[src/rtl/insfetch_pkg.sv]
// -----------------------------------------------------------------------------
// insfetch_pkg
// Shared definitions for the instruction prefetch block:
//   PCW_DEF   default program-counter width (byte address)
//   INSW      opcode / immediate word width
//   HI_FIRST  halfword select: take [31:16] (lower address) first
//   LO_FIRST  halfword select: take [15:0] only (odd-halfword entry point)
//   fetch_state_t  fetch FSM state encoding
// -----------------------------------------------------------------------------
package insfetch_pkg;

   localparam int   PCW_DEF  = 24;
   localparam int   INSW     = 16;
   localparam logic HI_FIRST = 1'b0;
   localparam logic LO_FIRST = 1'b1;

   typedef enum logic {
      S_IDLE = 1'b0,
      S_REQ  = 1'b1
   } fetch_state_t;

   // Longs are big-endian: [31:16] lives at the lower halfword address.
   function automatic logic [INSW-1:0] pick_half(input logic [31:0] long_w,
                                                 input logic        sel);
      return (sel == LO_FIRST) ? long_w[15:0] : long_w[31:16];
   endfunction

endpackage

[src/rtl/insfetch_if.sv]
// -----------------------------------------------------------------------------
// insfetch_if
// Bus bundle of the prefetch queue: the program-RAM read port
// (fetch_req/fetch_addr/fetch_ack/fetch_data) and the execution-control
// handshake (insrdy/instr/instpc/romold).
//   master : the prefetch queue (drives req/addr and the instruction word)
//   slave  : memory plus execution control (drives ack/data and romold)
// -----------------------------------------------------------------------------
interface insfetch_if
   import insfetch_pkg::*;
#(
   parameter int PCW = PCW_DEF
);

   logic            fetch_req;
   logic [PCW-3:0]  fetch_addr;
   logic            fetch_ack;
   logic [31:0]     fetch_data;
   logic            insrdy;
   logic [INSW-1:0] instr;
   logic [PCW-1:0]  instpc;
   logic            romold;

   modport master (
      output fetch_req, fetch_addr, insrdy, instr, instpc,
      input  fetch_ack, fetch_data, romold
   );

   modport slave (
      input  fetch_req, fetch_addr, insrdy, instr, instpc,
      output fetch_ack, fetch_data, romold
   );

endinterface

[src/rtl/insfetch_insq.sv]
// -----------------------------------------------------------------------------
// insq
// QDEPTH x 16 circular FIFO with a 2-word push port and a 1-word pop port.
// The head word and its valid flag are registered from the post-update queue
// state, so a word pushed into an empty queue is visible the next cycle.
// Ports:
//   clk_0, reset_n    clock, asynchronous active-low reset
//   i_flush           empty the queue (dominates push/pop)
//   i_push, i_two     push i_w0, and i_w1 after it when i_two=1
//   i_w0, i_w1        words to push (i_w0 is the earlier address)
//   i_pop             remove the head word (ignored when empty)
//   o_free            free slots
//   o_vld, o_head     registered head-of-queue valid and word
// -----------------------------------------------------------------------------
module insq
   import insfetch_pkg::*;
#(
   parameter  int QDEPTH = 4,
   localparam int PW     = $clog2(QDEPTH),
   localparam int CW     = PW + 1
) (
   input  logic            clk_0,
   input  logic            reset_n,
   input  logic            i_flush,
   input  logic            i_push,
   input  logic            i_two,
   input  logic [INSW-1:0] i_w0,
   input  logic [INSW-1:0] i_w1,
   input  logic            i_pop,
   output logic [CW-1:0]   o_free,
   output logic            o_vld,
   output logic [INSW-1:0] o_head
);

   logic [INSW-1:0] r_mem [QDEPTH];
   logic [PW-1:0]   r_rd;
   logic [PW-1:0]   r_wr;
   logic [CW-1:0]   r_count;
   logic            r_vld;
   logic [INSW-1:0] r_head;

   logic            w_pop;
   logic            w_wr_en;
   logic [CW-1:0]   w_npush;
   logic [CW-1:0]   w_cnt_mid;
   logic [CW-1:0]   w_cnt_nxt;
   logic [PW-1:0]   w_rd_nxt;
   logic [PW-1:0]   w_wr_nxt;
   logic [PW-1:0]   w_wr_2nd;
   logic [INSW-1:0] w_head_nxt;

   always_comb begin
      w_pop     = i_pop & (r_count != '0);
      w_wr_en   = i_push & ~i_flush;
      w_npush   = '0;
      if (w_wr_en) begin
         w_npush = i_two ? CW'(2) : CW'(1);
      end
      w_rd_nxt  = r_rd + PW'(w_pop);
      w_cnt_mid = r_count - CW'(w_pop);
      w_cnt_nxt = w_cnt_mid + w_npush;
      // Pointers are PW bits and wrap modulo QDEPTH on their own.
      w_wr_nxt  = r_wr + w_npush[PW-1:0];
      w_wr_2nd  = r_wr + PW'(1);
      // If the pop leaves nothing behind, the new head is the first word
      // being pushed this cycle (bypass around the storage array).
      w_head_nxt = (w_cnt_mid != '0) ? r_mem[w_rd_nxt] : i_w0;
   end

   always_ff @(posedge clk_0 or negedge reset_n) begin
      if (!reset_n) begin
         r_rd    <= '0;
         r_wr    <= '0;
         r_count <= '0;
         r_vld   <= 1'b0;
         r_head  <= '0;
      end else if (i_flush) begin
         r_rd    <= '0;
         r_wr    <= '0;
         r_count <= '0;
         r_vld   <= 1'b0;
      end else begin
         r_rd    <= w_rd_nxt;
         r_wr    <= w_wr_nxt;
         r_count <= w_cnt_nxt;
         r_vld   <= (w_cnt_nxt != '0);
         r_head  <= w_head_nxt;
      end
   end

   always_ff @(posedge clk_0) begin
      if (w_wr_en) begin
         r_mem[r_wr] <= i_w0;
         if (i_two) begin
            r_mem[w_wr_2nd] <= i_w1;
         end
      end
   end

`ifndef SYNTHESIS
   // The fetcher only requests with two free slots, so this never fires
   // unless the issue logic is broken.
   always_ff @(posedge clk_0) begin
      if (reset_n && !i_flush) begin
         assert ((int'(w_cnt_mid) + int'(w_npush)) <= QDEPTH)
            else $error("insq overflow: count=%0d push=%0d", w_cnt_mid, w_npush);
      end
   end
`endif

   assign o_free = CW'(QDEPTH) - r_count;
   assign o_vld  = r_vld;
   assign o_head = r_head;

endmodule

[src/rtl/insfetch.sv]
// -----------------------------------------------------------------------------
// insfetch
// Instruction prefetch queue. Reads big-endian 32-bit longs from program RAM
// through a single-outstanding req/ack port, splits them into 16-bit words and
// presents them in address order to execution control with insrdy/romold.
// A PC load flushes the queue and restarts fetching at the new address.
// Ports:
//   clk_0    core clock
//   reset_n  asynchronous active-low reset
//   go       core running; 0 stops issuing new fetches
//   pcload   load pcnew and flush the queue
//   pcnew    new PC (byte address); bit 1 set starts on the low halfword
//   bus      insfetch_if.master: fetch_req/fetch_addr/fetch_ack/fetch_data,
//            insrdy/instr/instpc/romold
// -----------------------------------------------------------------------------
module insfetch
   import insfetch_pkg::*;
#(
   parameter int QDEPTH = 4,
   parameter int PCW    = PCW_DEF
) (
   input  logic           clk_0,
   input  logic           reset_n,
   input  logic           go,
   input  logic           pcload,
   input  logic [PCW-1:0] pcnew,
   insfetch_if.master     bus
);

   localparam int CW = $clog2(QDEPTH) + 1;

   fetch_state_t    r_state;
   fetch_state_t    w_state_nxt;
   logic [PCW-3:0]  r_fetch_addr;
   logic [PCW-3:0]  w_addr_nxt;
   logic [PCW-3:0]  r_pend_addr;
   logic [PCW-3:0]  w_pend_nxt;
   logic [PCW-1:0]  r_instpc;
   logic [PCW-1:0]  w_pc_nxt;
   logic            r_discard;
   logic            w_discard_nxt;
   logic            r_skip;
   logic            w_skip_nxt;

   logic            w_ack;
   logic            w_push;
   logic            w_two;
   logic            w_pop;
   logic            w_flush;
   logic [INSW-1:0] w_w0;
   logic [CW-1:0]   w_free;
   logic            w_vld;
   logic [INSW-1:0] w_head;

   assign w_ack = (r_state == S_REQ) & bus.fetch_ack;
   assign w_w0  = pick_half(bus.fetch_data, r_skip ? LO_FIRST : HI_FIRST);

   always_ff @(posedge clk_0 or negedge reset_n) begin
      if (!reset_n) begin
         r_state      <= S_IDLE;
         r_fetch_addr <= '0;
         r_pend_addr  <= '0;
         r_instpc     <= '0;
         r_discard    <= 1'b0;
         r_skip       <= 1'b0;
      end else begin
         r_state      <= w_state_nxt;
         r_fetch_addr <= w_addr_nxt;
         r_pend_addr  <= w_pend_nxt;
         r_instpc     <= w_pc_nxt;
         r_discard    <= w_discard_nxt;
         r_skip       <= w_skip_nxt;
      end
   end

   always_comb begin
      w_state_nxt   = r_state;
      w_addr_nxt    = r_fetch_addr;
      w_pend_nxt    = r_pend_addr;
      w_pc_nxt      = r_instpc;
      w_discard_nxt = r_discard;
      w_skip_nxt    = r_skip;
      w_push        = 1'b0;
      w_two         = 1'b0;
      w_pop         = 1'b0;
      w_flush       = 1'b0;

      if (pcload) begin
         // A PC load overrides any pop and any push in the same cycle.
         w_flush    = 1'b1;
         w_pc_nxt   = pcnew & ~PCW'(1);
         w_skip_nxt = pcnew[1];
         if ((r_state == S_REQ) && !bus.fetch_ack) begin
            // The request must still finish on the bus; its data belongs to
            // the old stream, so drop it and park the new address until then.
            w_discard_nxt = 1'b1;
            w_pend_nxt    = pcnew[PCW-1:2];
         end else begin
            // Idle, or the outstanding request is acked right now and its
            // data is dropped here, so nothing is left to discard later.
            w_state_nxt   = S_IDLE;
            w_addr_nxt    = pcnew[PCW-1:2];
            w_discard_nxt = 1'b0;
         end
      end else begin
         w_pop = bus.romold & w_vld;
         if (w_pop) begin
            w_pc_nxt = r_instpc + PCW'(2);
         end
         unique case (r_state)
            S_IDLE: begin
               if (go && (w_free >= CW'(2))) begin
                  w_state_nxt = S_REQ;
               end
            end
            S_REQ: begin
               if (w_ack) begin
                  w_state_nxt = S_IDLE;
                  if (r_discard) begin
                     w_addr_nxt    = r_pend_addr;
                     w_discard_nxt = 1'b0;
                  end else begin
                     w_addr_nxt = r_fetch_addr + (PCW-2)'(1);
                     w_push     = 1'b1;
                     w_two      = ~r_skip;
                     w_skip_nxt = 1'b0;
                  end
               end
            end
            default: w_state_nxt = S_IDLE;
         endcase
      end
   end

   insq #(
      .QDEPTH (QDEPTH)
   ) u_insq (
      .clk_0   (clk_0),
      .reset_n (reset_n),
      .i_flush (w_flush),
      .i_push  (w_push),
      .i_two   (w_two),
      .i_w0    (w_w0),
      .i_w1    (bus.fetch_data[15:0]),
      .i_pop   (w_pop),
      .o_free  (w_free),
      .o_vld   (w_vld),
      .o_head  (w_head)
   );

   assign bus.fetch_req  = (r_state == S_REQ);
   assign bus.fetch_addr = r_fetch_addr;
   assign bus.insrdy     = w_vld;
   assign bus.instr      = w_head;
   assign bus.instpc     = r_instpc;

endmodule

[src/flat_wrapper.sv]
// flat-port wrapper written by rule: the top's interface ports become plain ports
module insfetch_flat import insfetch_pkg::*;
#(
   parameter int QDEPTH = 4,
   parameter int PCW    = PCW_DEF
)
  (clk_0, reset_n, go, pcload, pcnew, bus_fetch_req, bus_fetch_addr, bus_insrdy, bus_instr, bus_instpc, bus_fetch_ack, bus_fetch_data, bus_romold);
  insfetch_if #(.PCW(PCW)) bus_i ();
  input  logic clk_0;
  input  logic reset_n;
  input  logic go;
  input  logic pcload;
  input  logic [PCW-1:0] pcnew;
  output wire logic [$bits(bus_i.fetch_req)-1:0] bus_fetch_req;
  output wire logic [$bits(bus_i.fetch_addr)-1:0] bus_fetch_addr;
  output wire logic [$bits(bus_i.insrdy)-1:0] bus_insrdy;
  output wire logic [$bits(bus_i.instr)-1:0] bus_instr;
  output wire logic [$bits(bus_i.instpc)-1:0] bus_instpc;
  input wire logic [$bits(bus_i.fetch_ack)-1:0] bus_fetch_ack;
  input wire logic [$bits(bus_i.fetch_data)-1:0] bus_fetch_data;
  input wire logic [$bits(bus_i.romold)-1:0] bus_romold;
  assign bus_fetch_req = bus_i.fetch_req;
  assign bus_fetch_addr = bus_i.fetch_addr;
  assign bus_insrdy = bus_i.insrdy;
  assign bus_instr = bus_i.instr;
  assign bus_instpc = bus_i.instpc;
  assign bus_i.fetch_ack = bus_fetch_ack;
  assign bus_i.fetch_data = bus_fetch_data;
  assign bus_i.romold = bus_romold;
  insfetch #(.QDEPTH(QDEPTH), .PCW(PCW)) u_core (.clk_0(clk_0), .reset_n(reset_n), .go(go), .pcload(pcload), .pcnew(pcnew), .bus(bus_i));
endmodule
[config.mk]
export PLATFORM = sky130hd
export DESIGN_NAME = insfetch_flat
export DESIGN_NICKNAME = d
export VERILOG_FILES = /design/src/rtl/insfetch_pkg.sv /design/src/rtl/insfetch_if.sv /design/src/rtl/insfetch_insq.sv /design/src/rtl/insfetch.sv /design/src/flat_wrapper.sv
export SDC_FILE = /design/constraint.sdc
export NUM_CORES = 1
export LEC_CHECK = 0
export CAP_MARGIN = 30
export CORE_ASPECT_RATIO = 1.2
export CORE_MARGIN = 2
export CORE_UTILIZATION = 55
export DETAILED_ROUTE_END_ITERATION = 7
export PLACE_DENSITY = 0.84
export SLEW_MARGIN = 20
export SYNTH_ARGS = -nofsm -noshare
export SYNTH_HDL_FRONTEND = slang
export SYNTH_SLANG_ARGS = --single-unit
[constraint.sdc]
create_clock -name clk_0 -period 3.2 [get_ports clk_0]
set_input_delay 0.96 -clock clk_0 [delete_from_list [all_inputs] [get_ports clk_0]]
set_output_delay 0.96 -clock clk_0 [all_outputs]
set_load 0.05 [all_outputs]
# Word-level counts from Yosys, hierarchy flattened
# Memory sizes are Yosys's and may differ from the RTL's.
# Cells that the tools add are included.
[classes]
n_eq_ne = 2
bitwise_logic = 7
reduce_logical = 13
magnitude_cmp = 1
add_sub_neg = 8
muxes = 44
[ops]
columns = ["cell", "n"]
rows = [
  ["22-bit two-way mux", 5],
  ["24-bit two-way mux", 2],
  ["16-bit two-way mux", 2],
  ["1-bit two-way mux", 29],
  ["24-bit by 2-bit adder with 24-bit output (second input constant)", 1],
  ["22-bit by 1-bit adder with 22-bit output (second input constant)", 1],
  ["3-bit nonzero test", 3],
  ["2-bit two-way mux", 4],
  ["3-bit AND reduction", 2],
  ["2-bit nonzero test", 3],
  ["1-bit bitwise AND", 4],
  ["2-bit != test (second input constant)", 2],
  ["2-bit AND reduction", 2],
  ["3-bit adder", 1],
  ["3-bit by 2-bit greater-or-equal comparator with 1-bit output (second input constant)", 1],
  ["3-bit two-way mux", 1],
  ["1-bit inverter", 3],
  ["3-bit by 1-bit subtractor with 3-bit output", 1],
  ["3-bit subtractor (first input constant)", 1],
  ["2-bit by 1-bit adder with 2-bit output", 1],
  ["2-bit by 1-bit adder with 2-bit output (second input constant)", 1],
  ["2-bit adder", 1],
  ["1-bit logical AND", 2],
  ["1-bit one-hot mux with 2 select lines", 1],
  ["1-bit logical NOT", 1],
]
[totals]
wordCells = 87
regBits = 95
output_inout_bits = 64
mem_bits_rw = 64
memories = 1
[mem_list]
columns = ["memory", "words", "word_bits", "rd", "rd_clocked_by_memory_dff", "wr", "line", "source"]
rows = [
  ["u_core.u_insq.r_mem", 4, 16, 1, 0, 2, "insfetch_insq.sv:35", "logic [INSW-1:0] r_mem [QDEPTH];"],
]

# Longest topological paths before layout
# Gate-level depths: netlist (run 1).
[depth]
depth_word = 10
ltp_mapped = 14
mapped_depth_nobuf = 11

# Hierarchy
# From an unflattened synthesis (run 1), not the netlist that was laid out.
[hier_totals]
cells_unflattened = 909
area_unflattened_um2 = 9382.7
[modules_own_cells]
columns = ["module", "n_inst", "area_each_um2", "seq_area_each_um2", "cells_each"]
rows = [
  ["insq", 1, 5112.4, 2522.4, 447],
  ["insfetch", 1, 4270.3, 1751.7, 462],
]

# Least setup slack after synthesis (run 1)
# OpenSTA, ideal clock, no wires.
[synth_path]
path_type = "in2reg"
from = "in pcload"
to = "mem u_core.u_insq.r_mem[1][0], enable pin"
cell_stages = 3
arrival_time_ps = 2483
path_slack_ps = 307
path_buffers = 0
path_cell_list = "nor2_4 nand3_1 nor3_1"
[synth_rtl]
columns = ["element", "line", "source"]
rows = [
  ["start, declared", "flat_wrapper.sv:12", "input logic pcload;"],
  ["end, declared", "insfetch_insq.sv:35", ""],
]

# Worst setup path in the final report (run 1)
[layout_path]
from = "reg u_core.r_fetch_addr[7], in the netlist u_core.bus.fetch_addr[7]"
to = "out bus_fetch_addr[7]"
[layout_rtl]
columns = ["element", "line", "source"]
rows = [
  ["start, declared", "insfetch.sv:34", "logic [PCW-3:0] r_fetch_addr;"],
  ["start signal, assigned", "insfetch.sv:68", "r_fetch_addr <= w_addr_nxt;"],
  ["end, declared", "flat_wrapper.sv:15", "output wire logic [$bits(bus_i.fetch_addr)-1:0] bus_fetch_addr;"],
]
# No word-level cell between the ends.

==> results of run 1 <==
## state kept, by name, summed over array words and instances, names as in the netlist
name / count
u_core.u_insq.o_head: 16
u_core.r_skip: 1
u_core.u_insq.r_count: 3
u_core.r_pend_addr: 22
u_core.u_insq.r_rd: 2
u_core.bus.fetch_req: 1
u_core.u_insq.r_mem: 64
u_core.u_insq.o_vld: 1
u_core.r_discard: 1
u_core.bus.fetch_addr: 22
u_core.bus.instpc: 23
u_core.u_insq.r_wr: 2
## layer usage
metal | global-route usage (%) | vias to the layer above
li1 | - | 3380
met1 | 34.27 | 3594
met2 | 51.23 | 358
met3 | 5.040 | 59
met4 | 12.45 | 2
met5 | 0 | -
## through the flow
stage / setup WS, ns / util (%)
after floorplan: 0.3075 / -
after global placement: 0.2081 / 66.57
after detailed placement: 0.1660 / 66.57
after CTS: 0.4340 / 70.29
after global routing: 0.3915 / 70.29
final: 0.4172 / 70.29
## placed cells by master, fill, tap and decap left out, types with 3 or more instances in the layout
| cell | synthesis | final |
|---|---|---|
| nand4_1 | 11 | 11 |
| inv_6 | 0 | 3 |
| xnor2_1 | 19 | 19 |
| a2bb2oi_1 | 17 | 17 |
| a211oi_1 | 20 | 20 |
| mux2_2 | 104 | 104 |
| and3_1 | 5 | 5 |
| o22ai_1 | 4 | 4 |
| inv_4 | 1 | 3 |
| nand3_1 | 21 | 21 |
| o21ai_0 | 46 | 46 |
| mux2i_1 | 19 | 19 |
| nor3_2 | 1 | 3 |
| nand2_1 | 68 | 68 |
| a31oi_1 | 7 | 7 |
| o31ai_1 | 4 | 4 |
| edfxtp_1 | 64 | 64 |
| inv_1 | 18 | 18 |
| or4_1 | 3 | 3 |
| a21oi_1 | 34 | 34 |
| nand2b_1 | 6 | 6 |
| o311a_1 | 16 | 16 |
| or3_1 | 3 | 3 |
| clkdlybuf4s50_1 | 0 | 121 |
| clkbuf_8 | 0 | 4 |
| buf_12 | 0 | 6 |
| and2_1 | 3 | 3 |
| clkbuf_16 | 0 | 17 |
| ha_1 | 8 | 8 |
| nor2_1 | 54 | 54 |
| nor3_1 | 54 | 52 |
| o211ai_1 | 17 | 17 |
| a221oi_1 | 4 | 4 |
| nor4_1 | 8 | 8 |
| buf_4 | 3 | 26 |
| dfrtp_1 | 94 | 93 |
| xor2_1 | 14 | 14 |
| a21boi_0 | 4 | 4 |
## worst max-delay path by stage
stage / startpoint / to / slack [ns] / depth (start not counted)
6_report: u_core.bus.fetch_addr[7] / bus_fetch_addr[7] / 0.42 / 1
5_1_grt: u_core.bus.fetch_addr[7] / bus_fetch_addr[7] / 0.39 / 1
4_1_cts: u_core.bus.fetch_addr[7] / bus_fetch_addr[7] / 0.43 / 1
3_5_place_dp: bus_romold / u_core.u_insq.o_head[11] / 0.17 / 7
3_3_place_gp: bus_romold / u_core.u_insq.o_vld / 0.21 / 9
2_1_floorplan: pcload / u_core.u_insq.r_mem[1][0] / 0.31 / 3
## kinds of logic after synthesis
| family | after synthesis |
|---|---|
| flops | 158 |
| simple gates | 253 |
| mux | 123 |
| buf+inv | 80 |
| fa+ha+maj | 9 |
| xor+xnor | 33 |
| other cells | 1 |
| compound gates | 187 |
## final cells by class
cell class              instances  share of cell area, %
repair buffers                154                  13.88
inverters                      20                 0.7029
flip-flops and latches        158                  38.74
well taps                     208                  2.358
multi-input cells             606                  39.03
clock inverters                10                 0.9069
clock buffers                  22                  4.387
## report_power, final
part           internal, W  leakage (nW)  switching, W
registers          0.00238          1.71      0.000257
clock network      0.00117         0.286      0.000856
logic             0.000673          2.03       0.00102
==> results.tsv, run 1 <==
stage	metric	value	unit
logic_synthesis	Synth Area in Simple Gates	13.89	%
global_routing	first-pass GRT wire length	38380	um
route	Metal-1 WL	9221	um
worst_setup_path	Arr. time, crit path	1.82	ns
logic_synthesis	post-synthesis mux area share	15.30	%
route	DRC	0	
route	initial DRC count	707	
worst_hold_path	WHS Endpoint	u_core.r_pend_addr[18]	
finish	Reg area	4275	um2
logic_synthesis	Synth Area in Adders	1.350	%
logic_synthesis	Post-Synthesis Cells	844	
logic_synthesis	fraction of registers with async set/reset	59.49	%
worst_setup_path	crit-path leading delay family	buffers and inverters	
timing	RSZ-0062 raised after global routing	no	
timing	Tcrit/Tclk final	86.96	%
placed_design	RePlAce Congestion	0.9814	
power	peak supply drop	0.5335	mV
logic_synthesis	xor and xnor area share after synthesis	3.248	%
placed_design	DP Area	10450	um2
timing	fin. max-slew vios	0	
worst_hold_path	Worst Hold Depth	2	
placed_design	port bufs	123	
run	max_cap viols	0	
logic_synthesis	largest family of logic cells by synthesized area	multiplexers	
floorplanning	Starting Density	56.68	%
clock_tree	Post-CTS Setup Repair Bufs	0	
route	wire length after detailed routing	24280	um
timing	fin crit period	2.783	ns
worst_setup_path	CP required	2.24	ns
worst_setup_path	cell with the largest stage delay on the worst path	clkdlybuf4s50_1	
route	vias	7393	
finish	Nets	1028	
clock_tree	CTS tree	yes	
finish	Final Instance Area	11040	um2
timing	Fin Hold WS	0.4939	ns
timing	Worst Tran Pin Value	0.6212	ns
worst_setup_path	slowest stage delay, CP	0.87	ns
logic_synthesis	share of the synthesized area in the top cell type	26.43	%
logic_synthesis	YS warnings	0	
logic_synthesis	Post-synth top flop	dfrtp_1	
finish	Finished Layout Cells	1178	
timing	FMAX	0.3594	GHz
placed_design	post-DP HPWL	16160	um
logic_synthesis	Syn Std Cell Area	8900	um2
global_routing	antenna violations before repair	1	
clock_tree	Hold-fix buffers, CTS	0	
finish	ANT cells	0	
worst_setup_path	critical path class	reg -> out	
power	Leak	4.020	nW
logic_synthesis	register area share after synthesis	48.02	%
route	total iterations of the first detailed-routing run	5	
route	Final ANT Viol Nets	0	
route	Avg WL per Cell	20.61	um
power	post-layout power	0.006355	W
worst_hold_path	hold_sp	u_core.r_pend_addr[18]	
clock_tree	Skew-Pair Late Insertion Delay	0.43	ns
logic_synthesis	Syn Nets	915	
finish	multi-input logic area	4308	um2
logic_synthesis	largest cells by area after synthesis	dfrtp_1 (26%), edfxtp_1 (22%), mux2_2 (13%)	
logic_synthesis	compound-cell area share of the yosys netlist	14.24	%
worst_setup_path	CP bufs+invs	1	
floorplanning	height of the die	143.3	um
worst_setup_path	Worst Path Max Fanout	9	
timing	post-route setup TNS	0	ns
timing	Slew HR	58.43	%
clock_tree	post-cts gate resize count	0	
worst_setup_path	CP startpoint kind	flop	
timing	setup violators final	0	
clock_tree	clock slew at reported path FFs	0.06	ns
finish	layout cells sized above 1	19.07	%
clock_tree	TritonCTS Buffers	17	
logic_synthesis	cell taking the most area after synthesis	dfrtp_1	
floorplanning	Die ar.	17220	um2
logic_synthesis	Commonest cells post-synth	mux2_2 (104), dfrtp_1 (94), nand2_1 (68)	
floorplanning	Die W	120.1	um
clock_tree	maximum buffer depth of the clock tree	2	
clock_tree	H-tree Lvls	4	
worst_setup_path	reg2reg end	u_core.u_insq.o_head[10]	
placed_design	Inst Count DP	1146	
global_routing	Total Routing Usage GR	28.80	%
route	met3 routed WL	1703	um
global_routing	vias in the first global route	7426	
route	DR WL met2	12670	um
worst_setup_path	Worst R2R Path Depth	9	
run_status	outcome	complete, no violations	
worst_setup_path	worst r2r src	u_core.u_insq.r_count[0]	
logic_synthesis	count leader, synth	mux2_2	
floorplanning	FP Rows	50	
floorplanning	# IOs	126	
power	power density over cell area	575.8	nW/um2
floorplanning	Core ar.	15700	um2
route	highest routed layer	met5	
worst_setup_path	R2R setup slack	0.65	ns
route	vias per inst	6.276	
global_routing	pin count of the biggest net entering global routing	51	
timing	final hold vios	0	
clock_tree	Clock Sinks	158	
worst_setup_path	critical path capture point type	primary output	
worst_hold_path	Min-Delay Path Class	reg -> reg	
finish	area grow syn2layout	24.01	%
logic_synthesis	Synth Register Bits	158	
global_routing	GRT overflow	0	
worst_setup_path	crit path cell chain	clkdlybuf4s50_1	
logic_synthesis	Post-synth EDFFs	64	
clock_tree	Root Buffer	clkbuf_16	
timing	Layout Skew	0.01421	ns
logic_synthesis	Yosys cell types	63	
logic_synthesis	Avg Cell Area, Syn	10.54	um2
finish	Fillers	1129	
(Power assumes the default switching activity.)
==> inputs of run 2 (changes only) <==
--- a/config.mk
+++ b/config.mk
@@ -6,11 +6,13 @@
 export NUM_CORES = 1
 export LEC_CHECK = 0
 export CAP_MARGIN = 30
+export CELL_PAD_IN_SITES_DETAIL_PLACEMENT = 0
+export CELL_PAD_IN_SITES_GLOBAL_PLACEMENT = 2
 export CORE_ASPECT_RATIO = 1.2
 export CORE_MARGIN = 2
-export CORE_UTILIZATION = 55
+export CORE_UTILIZATION = 36
 export DETAILED_ROUTE_END_ITERATION = 7
-export PLACE_DENSITY = 0.84
+export PLACE_DENSITY = 0.85
 export SLEW_MARGIN = 20
 export SYNTH_ARGS = -nofsm -noshare
 export SYNTH_HDL_FRONTEND = slang
==> results.tsv, run 2 (same netlist as run 1, synthesis figures left out) <==
stage	metric	value	unit	change
worst_setup_path	critical path class	reg -> out		
finish	ANT cells	0		unchanged
run	max_cap viols	0		unchanged
clock_tree	Root Buffer	clkbuf_16		
timing	RSZ-0062 raised after global routing	no		
timing	Slew HR	61.01	%	+2.6 points
worst_setup_path	crit path cell chain	clkdlybuf4s50_1		
timing	fin. max-slew vios	0		unchanged
timing	final hold vios	0		unchanged
timing	final worst slack	0.3989	ns	-0.01831 ns
worst_setup_path	crit-path leading delay family	buffers and inverters		
finish	most common cell after layout, fill and taps aside	clkdlybuf4s50_1		
global_routing	Total Routing Usage GR	20.68	%	-8.1 points
floorplanning	# IOs	126		unchanged
finish	layout cells sized above 1	19.84	%	+0.76 points
route	total iterations of the first detailed-routing run	5		unchanged
worst_setup_path	CP required	2.24	ns	about the same
route	vias	7164		-3.1%
timing	Worst Tran Pin Value	0.5827	ns	-0.03854 ns
route	Avg WL per Cell	20.12	um	-2.4%
floorplanning	Die W	147.5	um	+23%
finish	max reg flops	64		unchanged
placed_design	port bufs	123		unchanged
clock_tree	Post-CTS Setup Repair Bufs	0		unchanged
power	Leak	4.074	nW	+1.4%
worst_setup_path	CP startpoint kind	flop		
route	wire length after detailed routing	26220	um	+8.0%
worst_setup_path	slowest stage delay, CP	0.88	ns	about the same
timing	fin crit period	2.801	ns	+0.01831 ns
worst_hold_path	Min-Delay Path Class	in -> async		
global_routing	antenna violations before repair	1		unchanged
power	power density over cell area	570.3	nW/um2	-0.96%
worst_setup_path	reg2reg end	u_core.u_insq.o_vld		
clock_tree	Hold-fix buffers, CTS	0		unchanged
route	vias per inst	5.498		-12%
clock_tree	clock slew at reported path FFs	0.07	ns	about the same
timing	setup violators final	0		unchanged
worst_setup_path	critical path capture point type	primary output		
timing	Tcrit/Tclk final	87.53	%	+0.57 points
global_routing	first-pass GRT wire length	41370	um	+7.8%
finish	Nets	1036		+0.78%
placed_design	RePlAce Congestion	0.8074		-18%
worst_setup_path	R2R setup slack	0.72	ns	+0.07 ns
route	initial DRC count	312		-56%
global_routing	vias in the first global route	7451		+0.34%
clock_tree	H-tree Lvls	4		unchanged
floorplanning	Core ar.	24510	um2	+56%
worst_setup_path	Arr. time, crit path	1.84	ns	+0.02 ns
finish	Top reg by flops	u_core.u_insq.r_mem		
floorplanning	FP Rows	63		+26%
run_status	outcome	complete, no violations		
placed_design	post-DP HPWL	17710	um	+9.6%
timing	FMAX	0.3570	GHz	-0.65%
power	peak supply drop	0.3530	mV	-34%
timing	Layout Skew	0.01438	ns	+0.0001714 ns
global_routing	GRT overflow	0		unchanged
clock_tree	post-cts gate resize count	0		unchanged
floorplanning	Starting Density	36.30	%	-20 points
route	DRC	0		unchanged
clock_tree	maximum buffer depth of the clock tree	2		unchanged
finish	Fillers	2333		+110%
finish	area grow syn2layout	26.68	%	
finish	commonest non-fill, non-tap cells in the layout	clkdlybuf4s50_1 (121), mux2_2 (104), dfrtp_1 (93)		
clock_tree	Clock Sinks	158		unchanged
worst_setup_path	Worst Path Max Fanout	9		unchanged
global_routing	pin count of the biggest net entering global routing	51		unchanged
worst_setup_path	CP bufs+invs	1		unchanged
placed_design	Setup WS pre-CTS	0.1738	ns	+0.007783 ns
clock_tree	CTS tree	yes		
floorplanning	Die ar.	26000	um2	+51%
timing	post-route setup TNS	0	ns	unchanged
clock_tree	TritonCTS Buffers	17		unchanged
worst_setup_path	cell with the largest stage delay on the worst path	clkdlybuf4s50_1		
route	Final ANT Viol Nets	0		unchanged
worst_setup_path	worst r2r src	u_core.u_insq.r_count[0]		
worst_setup_path	Worst R2R Path Depth	9		unchanged
clock_tree	Skew-Pair Late Insertion Delay	0.44	ns	about the same
floorplanning	height of the die	176.2	um	+23%
==> run 2: metal layers <==
layer	global-route usage [%]	up-vias	share of wire, %
met1	25.08	3538	42
met5	0	-	0
li1	-	3399	-
met4	7.252	0	2.4
met3	3.282	36	4.2
met2	37.17	191	51
==> run 2: cell type report <==
cell class                 count  area [um2]  share of cell area (%)
timing repair buffer         162        1592                   14.12
clock inverter                15       190.2                   1.687
sequential                   158        4275                   37.92
tap                          325       406.6                   3.607
clock buffer                  17       425.4                   3.773
multi-input combinational    606        4308                   38.21
inverter                      20       77.57                  0.6880
==> run 2: through the flow <==
stage | total power [W] | hold WS, ns | util (%) | cell area [um2] | instances
floorplan | 0.003716 | 0.4505 | - | 8900 | 844
global placement | 0.004360 | 0.4669 | 43.48 | 10660 | 1271
detailed placement | 0.004373 | 0.4788 | 43.48 | 10660 | 1271
CTS | 0.006496 | 0.4951 | 45.99 | 11270 | 1303
global route | 0.006710 | 0.5247 | 45.99 | 11270 | 1303
finish | 0.006430 | 0.4971 | 45.99 | 11270 | 1303
==> run 2: worst max-delay path by stage <==
stage          cells past startpoint                        end                startpoint  slack, ns
2_1_floorplan                      3  u_core.u_insq.r_mem[1][0]                    pcload       0.31
3_3_place_gp                       7   u_core.u_insq.o_head[12]                bus_romold       0.18
3_5_place_dp                       7   u_core.u_insq.o_head[12]                bus_romold       0.17
4_1_cts                            1          bus_fetch_addr[7]  u_core.bus.fetch_addr[7]       0.39
5_1_grt                            1          bus_fetch_addr[7]  u_core.bus.fetch_addr[7]       0.35
6_report                           1          bus_fetch_addr[7]  u_core.bus.fetch_addr[7]       0.40
==> run 2: report_power, final <==
part           total (W)  switching (W)  internal, W
clock            0.00210       0.000973      0.00113
sequential       0.00263       0.000253      0.00238
combinational    0.00170        0.00102     0.000677
